File: src/rtl/iterative_shifter_pkg.sv
// Shared encodings for the iterative shifter; the ALU control decoder
// reuses the op codes defined here.
package iterative_shifter_pkg;

  localparam logic [1:0] OP_SLL = 2'b00;
  localparam logic [1:0] OP_SRL = 2'b01;
  localparam logic [1:0] OP_RSV = 2'b10;  // reserved, behaves as SRL
  localparam logic [1:0] OP_SRA = 2'b11;

  typedef enum logic [1:0] {
    ST_IDLE  = 2'd0,
    ST_SHIFT = 2'd1,
    ST_DONE  = 2'd2
  } state_e;

endpackage

File: src/rtl/iterative_shifter_shift_step.sv
// Single combinational shift step: moves data by n (0..STEP) positions,
// left with zero fill or right with the supplied fill bit.
module iterative_shifter_shift_step
  import iterative_shifter_pkg::*;
#(
  parameter int WIDTH = 32,
  parameter int STEP  = 1,
  localparam int NW   = $clog2(STEP + 1)
) (
  input  logic [WIDTH-1:0] data_i,
  input  logic [NW-1:0]    n_i,
  input  logic [1:0]       op_i,
  input  logic             fill_i,
  output logic [WIDTH-1:0] data_o
);

  // NOTE: default assignment first so no path through this block infers a latch.
  always_comb begin
    data_o = data_i;
    for (int k = 1; k <= STEP; k++) begin
      if (n_i == NW'(k)) begin
        if (op_i == OP_SLL) begin
          data_o = data_i << k;
        end else begin
          data_o = (data_i >> k) | ({WIDTH{fill_i}} & ~({WIDTH{1'b1}} >> k));
        end
      end
    end
  end

endmodule

File: src/rtl/iterative_shifter.sv
// Multi-cycle SLL/SRL/SRA unit: shifts STEP positions per cycle with a
// start/busy/done handshake so the ALU path avoids a full barrel shifter.
module iterative_shifter
  import iterative_shifter_pkg::*;
#(
  parameter int WIDTH = 32,
  parameter int STEP  = 1   // power of two, 1..16
) (
  input  logic             Clk,
  input  logic             Rst,
  input  logic             start,
  input  logic [1:0]       op,
  input  logic [WIDTH-1:0] in,
  input  logic [4:0]       shamt,
  output logic             busy,
  output logic             done,
  output logic [WIDTH-1:0] out
);

  localparam int NW = $clog2(STEP + 1);

  state_e           state_q, state_d;
  logic [WIDTH-1:0] work_q, work_d;
  logic [WIDTH-1:0] out_q, out_d;
  logic [4:0]       rem_q, rem_d;
  logic [1:0]       op_q, op_d;
  logic             fill_q, fill_d;
  logic [NW-1:0]    n;
  logic [WIDTH-1:0] stepped;

  // When fewer than STEP positions remain, the remainder fits in NW bits.
  always_comb begin
    n = (rem_q >= 5'(STEP)) ? NW'(STEP) : NW'(rem_q);
  end

  iterative_shifter_shift_step #(
    .WIDTH(WIDTH),
    .STEP (STEP)
  ) u_step (
    .data_i(work_q),
    .n_i   (n),
    .op_i  (op_q),
    .fill_i(fill_q),
    .data_o(stepped)
  );

  always_comb begin
    state_d = state_q;
    work_d  = work_q;
    out_d   = out_q;
    rem_d   = rem_q;
    op_d    = op_q;
    fill_d  = fill_q;
    case (state_q)
      ST_SHIFT: begin
        work_d = stepped;
        rem_d  = rem_q - 5'(n);
        if (rem_d == 5'd0) begin
          state_d = ST_DONE;
          out_d   = stepped;
        end
      end
      default: begin
        // IDLE and DONE both accept a new request; DONE gives back-to-back issue.
        state_d = ST_IDLE;
        if (start) begin
          op_d   = op;
          fill_d = (op == OP_SRA) && in[WIDTH-1];
          work_d = in;
          rem_d  = shamt;
          if (shamt == 5'd0) begin
            state_d = ST_DONE;
            out_d   = in;
          end else begin
            state_d = ST_SHIFT;
          end
        end
      end
    endcase
  end

  // NOTE: sequential state uses non-blocking assignments so every register
  // samples the pre-edge values regardless of statement order.
  always_ff @(posedge Clk) begin
    if (!Rst) begin
      state_q <= ST_IDLE;
      work_q  <= '0;
      out_q   <= '0;
      rem_q   <= '0;
      op_q    <= OP_SLL;
      fill_q  <= 1'b0;
    end else begin
      state_q <= state_d;
      work_q  <= work_d;
      out_q   <= out_d;
      rem_q   <= rem_d;
      op_q    <= op_d;
      fill_q  <= fill_d;
    end
  end

  assign busy = (state_q == ST_SHIFT);
  assign done = (state_q == ST_DONE);
  assign out  = out_q;

endmodule

File: config.mk
export PLATFORM = sky130hd
export DESIGN_NAME = iterative_shifter
export DESIGN_NICKNAME = d
export VERILOG_FILES = /design/src/rtl/iterative_shifter_pkg.sv /design/src/rtl/iterative_shifter_shift_step.sv /design/src/rtl/iterative_shifter.sv
export SDC_FILE = /design/constraint.sdc
export NUM_CORES = 1
export LEC_CHECK = 0
export ABC_AREA = 1
export BUFFER_PORTS_ARGS = -buffer_cell sky130_fd_sc_hd__buf_2
export CORE_MARGIN = 10
export CORE_UTILIZATION = 35
export DETAILED_ROUTE_END_ITERATION = 8
export GPL_TIMING_DRIVEN = 0
export PLACE_DENSITY = 0.57
export SYNTH_ARGS = -nofsm -noshare
export SYNTH_HDL_FRONTEND = slang
export SYNTH_SLANG_ARGS = --single-unit
File: constraint.sdc
create_clock -name Clk -period 2.07 [get_ports Clk]
set_clock_uncertainty 0.15 [all_clocks]
set_input_delay 0.1035 -clock Clk [delete_from_list [all_inputs] [get_ports Clk]]
set_output_delay 0.1035 -clock Clk [all_outputs]
set_load 0.02 [all_outputs]
# Word level (Yosys, flattened, before mapping)
# Cells that the tools add are included.
[totals] reg_bits=74 latch_bits=0 ram_bits=0 rom_bits=0 out_inout_bits=34 wordCells=37 n_memories=0
[op_classes] addsub=1 mul=0 div_mod_pow=0 magnitude_cmp=1 eq_ne=4 shifts=0 mux=15 bitwise_logic=2 n_reduce_logical=8
[ops] op="32-bit 2-to-1 mux" n=8
[ops] op="31-bit by 32-bit bitwise OR with 32-bit output" n=1
[ops] op="5-bit zero test" n=2
[ops] op="5-bit 2-to-1 mux" n=2
[ops] op="2-bit 2-to-1 mux" n=4
[ops] op="5-bit by 1-bit greater-or-equal comparator with 1-bit output, second input constant" n=1
[ops] op="5-bit by 1-bit subtractor with 5-bit output" n=1
[ops] op="2-bit equality test, second input constant" n=2
[ops] op="2-bit nonzero test" n=2
[ops] op="3-bit AND reduction" n=1
[ops] op="2-bit by 1-bit equality test with 1-bit output, second input constant" n=1
[ops] op="2-bit zero test" n=1
[ops] op="2-bit by 1-bit inequality test with 1-bit output, second input constant" n=1
[ops] op="2-bit AND reduction" n=1
[ops] op="1-bit logical AND" n=1
[ops] op="1-bit 2-to-1 mux" n=1
[ops] op="1-bit NOT" n=1

# Longest topological paths before layout
# Gate-level depths: netlist of the first run.
[logic_depth] word_depth=6 mapped_depth=15 depth_no_buf=14

# Cells and area by module
# A second synthesis of the first run with hierarchy kept.
[unflattened] cells_unflattened=611 area_unflattened_um2=4257.8
[modules_own_cells] module="iterative_shifter" n_inst=1 cells_each=403 area_per_inst_um2=3392.0 seq_area_each_um2=1481.4
[modules_own_cells] module="iterative_shifter_shift_step" n_inst=1 cells_each=208 area_per_inst_um2=865.8 seq_area_each_um2=0.0

# Worst setup path after synthesis of the first run
# OpenSTA, ideal clock, no wires.
[synth_timing] kind="register to register" start="register rem_q[4]" end="register out_q[10], in the netlist out[10]" setup_ns=0.113 arrival_ns=1.887 slack_ns=-0.079 stages_incl_launch_ff=15 n_path_buf=2 cell_sequence="dfxtp_1 nor2_1 nand3_2 inv_2 buf_4 nor2_1 ha_1 inv_1 nand2_1 nand3_1 nand2_2 nand4_4 buf_2 nor2_1 nor2_1"
[synth_via] elab_chain_cells=6 elab_cells_between_ends=9
[synth_rtl] element="from (decl)" line_no="iterative_shifter.sv:25" text="logic [4:0] rem_q, rem_d;"
[synth_rtl] element="from (signal assigned)" line_no="iterative_shifter.sv:96" text="rem_q <= rem_d;"
[synth_rtl] element="5-bit by 1-bit greater-or-equal comparator with 1-bit output" line_no="iterative_shifter.sv:33" text="n = (rem_q >= 5'(STEP)) ? NW'(STEP) : NW'(rem_q);"
[synth_rtl] element="1-bit 2-to-1 mux" line_no="iterative_shifter.sv:33"
[synth_rtl] element="5-bit by 1-bit subtractor with 5-bit output" line_no="iterative_shifter.sv:57" text="rem_d = rem_q - 5'(n);"
[synth_rtl] element="5-bit zero test" line_no="iterative_shifter.sv:58" text="if (rem_d == 5'd0) begin"
[synth_rtl] element="2-bit by 1-bit inequality test with 1-bit output (no line)"
[synth_rtl] element="3-bit AND reduction (no line)"
[synth_rtl] element="to (signal assigned)" line_no="iterative_shifter.sv:95" text="out_q <= out_d;"
[synth_rtl] element="to (decl)" line_no="iterative_shifter.sv:24" text="logic [WIDTH-1:0] out_q, out_d;"
# Parallel ways exist; a longest one is shown, timed or not. The select of a mux whose other input is x is not followed.
# A chain may end at the register's enable or synchronous reset.

# Worst setup path in the final report of the first run
[layout_timing] start="register rem_q[2]" end="register out_q[14], in the netlist out[14]"
# Same word-level chain as after synthesis.

==> results of run 1 <==
[sequential cells by signal (all words and copies together) (netlist names)]
name,cells
state_q,2
out,32
work_q,32
fill_q,1
op_q,2
rem_q,5
[power groups by stage]
stage	sequential, mW	clock [mW]	combinational [mW]
2_1_floorplan	2.32	0	3.41
3_3_place_gp	2.19	0	4.67
3_5_place_dp	2.20	0	4.73
4_1_cts	2.20	1.73	5.07
5_1_grt	2.25	1.79	6.02
6_report	2.21	1.70	5.28
[how the worst max path moves through the flow]
stage | cells after the start | end | from
final | 15 | out[14] | rem_q[2]
after global routing | 14 | out[26] | rem_q[2]
after CTS | 13 | out[8] | rem_q[4]
after detailed placement | 13 | out[22] | rem_q[2]
after global placement | 13 | out[21] | rem_q[2]
after floorplan | 13 | out[31] | rem_q[2]
[cell usage after synthesis (2+ instances only)]
cell,count,area [µm²]
nand2_1,239,897
inv_1,109,409
nor2_1,77,289
dfxtp_1,74,1480
o21ai_0,48,240
nand3_1,38,190
o21bai_1,31,233
o21ai_1,20,100
clkbuf_1,16,60.1
buf_2,12,60.1
a21oi_1,6,30.0
buf_4,4,30.0
buf_6,4,45.0
inv_2,3,11.3
a31oi_1,2,12.5
buf_1,2,7.51
ha_1,2,25.0
nand4_1,2,12.5
[cell type report]
| class | instances | area (µm²) | share of cell area (%) |
|---|---|---|---|
| plain buffers | 37 | 226 | 3.96 |
| clock buffers | 11 | 243 | 4.25 |
| clock inverters | 5 | 77.6 | 1.36 |
| inverters | 112 | 428 | 7.49 |
| multi-input cells | 476 | 2210 | 38.8 |
| flip-flops and latches | 74 | 1500 | 26.2 |
| well taps | 147 | 184 | 3.22 |
| repair buffers | 122 | 843 | 14.8 |
[critical path, stage by stage (launching register included)]
cell     delay, ns
dfxtp_4       0.37
nor2_4        0.05
nand3_4       0.11
inv_8         0.04
nor2_4        0.14
ha_4          0.17
inv_2         0.04
nand2_2       0.06
nand3_2       0.08
nand2_2       0.09
nand4_4       0.10
buf_12        0.17
buf_6         0.15
nand2_1       0.06
nand2_1       0.05
nor2_1        0.11
[timing repair]
action                                  in CTS  in global routing
buffers inserted                             4                  6
gates cloned                                 1                  0
hold buffers                                37                  0
pin swaps                                    3                  9
resized for setup                           19                 16
endpoints found under the setup margin      34                 49
hold endpoints to repair                    49                  0
[layer usage]
layer  GRT usage, %  vias up
met5              0        -
met4           6.48        0
met3           2.80       23
met2           27.1      131
met1           19.9     2079
li1               -     2403
[per-stage QoR]
step | utilization (%) | cells | instance area [µm²]
floorplan | - | 700 | 4280
global placement | 40.4 | 921 | 4840
detailed placement | 40.4 | 921 | 4840
CTS | 47.0 | 978 | 5630
global route | 47.8 | 984 | 5710
finish | 47.8 | 984 | 5710
[cells by family (layout without fill, tap and decap cells)]
| logic type | after synthesis | in the layout | synth area share, % |
|---|---|---|---|
| fa+ha+maj | 2 | 2 | 0.589 |
| buf+inv | 150 | 287 | 14.7 |
| compound gates | 110 | 110 | 15.1 |
| flops | 74 | 74 | 34.9 |
| simple gates | 364 | 364 | 34.8 |
==> results.toml, run 1 <==
[timing]
setup_viol = 0
fin_setup_tns_ns = 0
post-route-min-period_ns = 2.01
whs_ns = 0.0388
hold_viol = 0
clock.fmax_ghz = 0.498
rsz0062_at_grt = "yes"
final_max_slew_viol_count = 0
tightest_slew_ns = 0.622
worst_slack_ns = 0.0615
slew_headroom_pct = 58.5
period_share_pct = 97.0

[place]
gp_congestion = 0.870
dp.final_hpwl_mm = 9.31
port_buffers = 74
pre_cts_ws_ns = -0.449

[detailed_routing]
drc = 0
vias = 4636
dr.pass1.iters = 7
routed-wl-met3_um = 686
drtAntennaViolNets = 0
wl_met1_mm = 6.14
via_per_inst = 4.71
drt-initial-drc-count = 395
maxUsedRoutingLayer = "met4"
wl_mm = 13.3
dr_wl_met2_mm = 6.21
wl_per_cell_um = 13.5

[floorplan]
dieHeight_um = 130
core-area_um2 = 12000
ios = 76
die_w_um = 130
row_count = 40
die_area_um2 = 16900
initial_core_util_pct = 35.5

[logic_synthesis]
yosysSeqAreaShare_pct = 34.9
async_flop_share_pct = 0
synth_cell_types = 29
netlist_instances = 700
synth_seq_cells = 74
synth_edf_count = 0
ys_warn_count = 0
avgSynthCellArea_um2 = 6.07
syn_nets = 744
syn-cell-area_um2 = 4250
synth_ff_type = "dfxtp_1"

[final_layout]
final_common_cell = "nand2_1"
antennaDiodeCount = 0
fillers = 1228
syn2layout_area_growth_pct = 34.4
layout-drive-gt1-share_pct = 18.3
nets = 876
layout_common_cells = "236 x nand2_1, 107 x inv_1, 84 x buf_2"

[power_and_ir_drop]
p_comb_share_pct = 57.5
p_seq_share_pct = 24.0
powerDensity_nw_per_um2 = 1610
ir_drop_v = 0.000580
internal_power_mw = 4.96
clock_power_share_pct = 18.5
leakagePower_nw = 3.23
p_sw_mw = 4.23
p_total_mw = 9.19
power_switching_share_pct = 46.0

[setup_path]
start_kind = "flip-flop"
worst-endpoint-arrival_ns = 2.13
ff2ff_setup_slack_ns = 0.06
path_max_fanout = 10
worstPathRequired_ns = 2.19
regToRegStartpoint = "rem_q[2]"
r2r-end = "out[14]"
endpoint_kind = "flip-flop"
ff2ff_path_depth = 15
worstSetupPathType = "reg2reg"

[hold_path]
worst_hold_path.endpoint = "rem_q[1]"
min_path_type = "in2reg"
min-delay-start = "shamt[1]"
min_path_cells = 5

[clocking]
clk_pin_slew_ns = 0.06
clock_sinks = 74
cts_buffers = 9
cts_tree = "yes"
root_buffer = "clkbuf_16"
cts.path.max_buffers = 2
cts-htree-levels = 3
insertion_delay_ns = 0.33

[run]
maxCapViolations = 0

[global_routing]
grt_max_degree = 13
grt_pass1_vias = 4596
grt_pass1_wl_mm = 22.1
grt_usage_pct = 16.1
antenna_found_initial = 0
grt.overflow.total = 0

[run_status]
outcome = "complete, no violations"
(Power assumes the default switching activity.)
==> run 2, diff against run 1 <==
- REMOVE_ABC_BUFFERS: unset -> 1
==> run 2 against run 1 <==
Effect of this change:
- critical path depth fell by 3
- global-route usage rose by 0.82 points
- hold slack got worse by 0.026 ns
- the run now ends with negative setup slack left
- clock-buffer cell count rose by 2
- first-iteration DRC count fell by 10%
- critical endpoint is now out[23]
- routed wire length rose by 6.6%
- combinational power rose by 10%
- core utilization rose by 0.88 points
- register-to-register slack got worse by 0.12 ns
==> results.toml, run 2 (synthesized netlist as in run 1, its figures left out) <==
[floorplan]
row_count = 40
die_w_um = 130
dieHeight_um = 130
ios = 76
die_area_um2 = 16900
core-area_um2 = 12000
initial_core_util_pct = 35.5

[detailed_routing]
dr.pass1.iters = 4
drc = 0
vias = 4531
via_per_inst = 4.69
wl_mm = 14.2
drt-initial-drc-count = 355
drtAntennaViolNets = 0
wl_per_cell_um = 14.7

[final_layout]
layout-drive-gt1-share_pct = 20.1
final_common_cell = "nand2_1"
antennaDiodeCount = 0
multi_input_area_um2 = 2420
fillers = 1197
layout_common_cells = "223 x nand2_1, 106 x inv_1, 75 x buf_2"
stdcell_count = 966
finish.utilization_pct = 48.6
syn2layout_area_growth_pct = 36.9
nets = 861
seqCellArea_um2 = 1500

[timing]
clock.fmax_ghz = 0.470
period_share_pct = 103
tightest_slew_ns = 1.27
slew_headroom_pct = 15.6
hold_viol = 0
post-route-min-period_ns = 2.13
setup_viol = 10
whs_ns = 0.0126
fin_setup_tns_ns = -0.253
final_max_slew_viol_count = 0
worst_slack_ns = -0.0559
rsz0062_at_grt = "yes"

[clocking]
cts-htree-levels = 3
clock_sinks = 74
root_buffer = "clkbuf_16"
insertion_delay_ns = 0.33
cts.path.max_buffers = 2
clk_pin_slew_ns = 0.06
cts_tree = "yes"
cts_buffers = 9

[place]
dpl.cell_count = 884
gp_congestion = 0.810
pre_cts_ws_ns = -2.20
port_buffers = 75
dp.final_hpwl_mm = 6.85

[power_and_ir_drop]
powerDensity_nw_per_um2 = 1630
leakagePower_nw = 3.20
ir_drop_v = 0.000480

[setup_path]
endpoint_kind = "flip-flop"
path_cells = "nor2_4, nand3_4, inv_12, nor2_4, ha_4, nand2_2, nand3_2, nand2_4, nand4_4, buf_6, nor2_1, nor2_1"
critPathMaxStageDelay_ns = 0.36
cp_slowest_cell = "dfxtp_4"
worst-endpoint-arrival_ns = 2.19
worstSetupPathType = "reg2reg"
start_kind = "flip-flop"
worstPathRequired_ns = 2.13
path_max_fanout = 6

[global_routing]
antenna_found_initial = 0
grt_pass1_vias = 4578
grt_pass1_wl_mm = 22.8
grt.overflow.total = 0
grt_usage_pct = 16.9
grt_max_degree = 69

[hold_path]
min_path_type = "in2reg"

[run_status]
violations = "negative setup slack"
outcome = "complete, but fails checks"

[run]
maxCapViolations = 0
-- run 2: cell types whose count changed in the layout (fill, tap and decap cells not counted), moves of 3 or more --
cell | previous run | this run
buf_6 | 7 | 4
nand2_1 | 236 | 223
nand4_4 | 1 | 4
nand2_4 | 1 | 4
nand2_2 | 4 | 12
buf_4 | 10 | 15
buf_2 | 84 | 75
clkbuf_1 | 16 | 2
nor2_4 | 4 | 8
-- run 2: per-stage QoR --
stage | area (µm²) | power, mW
floorplan | 4050 | 5.30
global placement | 4610 | 6.37
detailed placement | 4610 | 6.46
CTS | 5640 | 9.08
global route | 5820 | 10.3
finish | 5820 | 9.47
-- run 2: layer usage --
metal | up-vias | GRT usage (%) | wire length [µm]
met5 | - | 0 | 0
met4 | 0 | 7.21 | 200
met3 | 13 | 3.33 | 801
met2 | 126 | 28.2 | 6880
met1 | 2000 | 20.8 | 6320
li1 | 2392 | - | -
-- run 2: cell type report --
class	count	area share, %
Multi-Input combinational cell	483	41.6
Sequential cell	74	25.7
Timing Repair Buffer	135	17.0
Inverter	112	7.79
Clock buffer	13	4.47
Tap cell	147	3.16
Timing Repair inverter	2	0.280
-- run 2: power by group --
part | internal [mW] | switching (mW) | leakage (nW)
combinational | 2.08 | 3.74 | 2.45
sequential | 1.90 | 0.318 | 0.614
clock | 0.859 | 0.573 | 0.128
-- run 2: worst paths after layout --
check | startpoint | to | slack (ns) | cells past startpoint
setup / recovery | rem_q[4] | out[23] | -0.06 | 12
hold / removal | start | op_q[1] | 0.01 | 4
setup reg to reg | rem_q[4] | out[23] | -0.06 | 12
hold reg to reg | fill_q | fill_q | 0.33 | 2
-- run 2: repair_timing --
action,4_1_cts,5_1_grt
setup buffers,18,4
gates cloned,7,3
endpoints found under the hold margin,57,0
pin swaps,12,13
gates resized for setup,41,32
setup endpoints to repair,72,62
hold buffers,37,0
-- run 2: worst max-delay path, delay by kind of cell, from the launching register on --
| family | cells | cell delay, ns |
|---|---|---|
| flip-flops | 1 | 0.36 |
| AND/OR/NAND/NOR | 9 | 1.04 |
| buffers and inverters | 2 | 0.29 |
| adder cells (fa/ha/maj) | 1 | 0.16 |
==> run 3, diff against run 2 <==
- CORE_ASPECT_RATIO: unset -> 0.9
- MAX_ROUTING_LAYER: unset -> met4
- PLACE_DENSITY: 0.57 -> 0.66
==> run 3 against run 2 <==
Effect of this change:
- the run still ends with negative setup slack left
- cell area increased by 4.3%
- clock power up 30%
- worst setup slack gained 0.027 ns
- sequential power about the same
- first-iteration DRC count fell by 5.1%
- global-route usage grew 0.73 points
- largest power group unchanged
- register-to-register slack gained 0.03 ns
==> results.toml, run 3 (synthesized netlist as in run 1, its figures left out) <==
[setup_path]
path_delay_family = "simple AND/OR/NAND/NOR gates"
critPathMaxStageDelay_ns = 0.35
endpoint_kind = "flip-flop"
path_max_fanout = 6
worstPathRequired_ns = 2.19
path_buf_inv = 4
worstSetupPathType = "reg2reg"
path_cells = "nor2_4, nand3_4, inv_12, nor2_4, ha_4, inv_2, nand2_2, nand3_2, nand2_4, buf_12, nand4_4, clkbuf_16, nand2_2, nand2_1, nor2_1"
start_kind = "flip-flop"
cp_slowest_cell = "dfxtp_2"
worst-endpoint-arrival_ns = 2.22

[clocking]
cts_tree = "yes"
root_buffer = "clkbuf_16"
clk_pin_slew_ns = 0.06
cts.path.max_buffers = 2
insertion_delay_ns = 0.33
cts-htree-levels = 3
clock_sinks = 74
cts_buffers = 9

[timing]
hold_viol = 0
post-route-min-period_ns = 2.10
slew_headroom_pct = 48.3
fin_setup_tns_ns = -0.0285
worst_slack_ns = -0.0285
period_share_pct = 101
tightest_slew_ns = 0.776
setup_viol = 1
clock.fmax_ghz = 0.477
rsz0062_at_grt = "yes"
final_max_slew_viol_count = 0
whs_ns = 0.00698

[global_routing]
grt_pass1_vias = 4326
grt.overflow.total = 0
grt_usage_pct = 17.7
antenna_found_initial = 0
grt_max_degree = 69
grt_pass1_wl_mm = 23.1

[place]
dpl.cell_count = 897
pre_cts_ws_ns = -2.14
gp_congestion = 0.749
placed_cell_area_um2 = 4620
port_buffers = 75
dp.final_hpwl_mm = 6.73

[final_layout]
stdcell_area_um2 = 6060
layout_common_cells = "225 x nand2_1, 105 x inv_1, 74 x buf_2"
seqCellArea_um2 = 1500
antennaDiodeCount = 0
stdcell_count = 993
layout-drive-gt1-share_pct = 22.1
final_common_cell = "nand2_1"
fillers = 1205
finish.utilization_pct = 50.6
syn2layout_area_growth_pct = 42.7
multi_input_area_um2 = 2420
nets = 872

[floorplan]
ios = 76
core-area_um2 = 12000
die_w_um = 136
initial_core_util_pct = 35.5
row_count = 38
die_area_um2 = 17000
dieHeight_um = 125

[power_and_ir_drop]
powerDensity_nw_per_um2 = 1700
ir_drop_v = 0.000919
leakagePower_nw = 3.32
p_total_mw = 10.3

[detailed_routing]
drc = 0
drtAntennaViolNets = 0
wl_per_cell_um = 15.2
dr.pass1.iters = 5
via_per_inst = 4.69
drt-initial-drc-count = 337
vias = 4660
wl_mm = 15.1

[run]
maxCapViolations = 0

[run_status]
outcome = "complete, but fails checks"
violations = "negative setup slack"

[hold_path]
min_path_type = "in2reg"
-- run 3: cell count changes in the layout (fill, tap and decap cells not counted), sizes merged --
cell / change
bufinv: +3
dlygate4sd3: +2
nand2: +1
nor2: -1
inv: +1
clkinv: +2
buf: +6
-- run 3: area by class of cell --
type	instances	area share [%]
Tap cell	160	3.30
Inverter	112	7.51
Clock inverter	5	1.65
Sequential cell	74	24.7
Timing Repair Buffer	145	18.4
Multi-Input combinational cell	483	39.9
Timing Repair inverter	3	0.413
Clock buffer	11	4.17
-- run 3: path summary, 6_finish.rpt --
| check | start | to | slack (ns) | depth (start not counted) |
|---|---|---|---|---|
| worst max-delay path | rem_q[1] | out[28] | -0.03 | 15 |
| worst max register to register | rem_q[1] | out[28] | -0.03 | 15 |
| worst min register to register | out[0] | out[0] | 0.35 | 2 |
| worst min-delay path | shamt[1] | rem_q[1] | 0.007 | 5 |
-- run 3: power breakdown --
group / switching [mW] / total, mW / leakage (nW) / internal (mW)
logic: 3.94 / 6.21 / 2.53 / 2.26
registers: 0.314 / 2.21 / 0.615 / 1.90
clock network: 0.624 / 1.86 / 0.176 / 1.24
total: 4.88 / 10.3 / 3.32 / 5.40
-- run 3: timing repair --
item | 4_1_cts | 5_1_grt
resized for setup | 43 | 38
hold endpoints to repair | 64 | 0
gates cloned | 10 | 2
pin swaps | 14 | 18
hold buffers | 39 | 0
buffers inserted | 24 | 5
endpoints found under the setup margin | 72 | 52
-- run 3: worst min-delay path, cell delays in order --
cell and delay (ns):
buf_2 0.09, inv_1 0.04, nor2_1 0.10, o21ai_0 0.09, inv_1 0.05
-- run 3: per-layer routing --
metal  GRT usage (%)  part of all wire [%]  up-vias
li1                -                     -     2408
met1            22.2                    47     2092
met2            28.0                    47      144
met3            3.47                   5.4       16
met4            5.20                   1.2        0
met5               -                     0        -
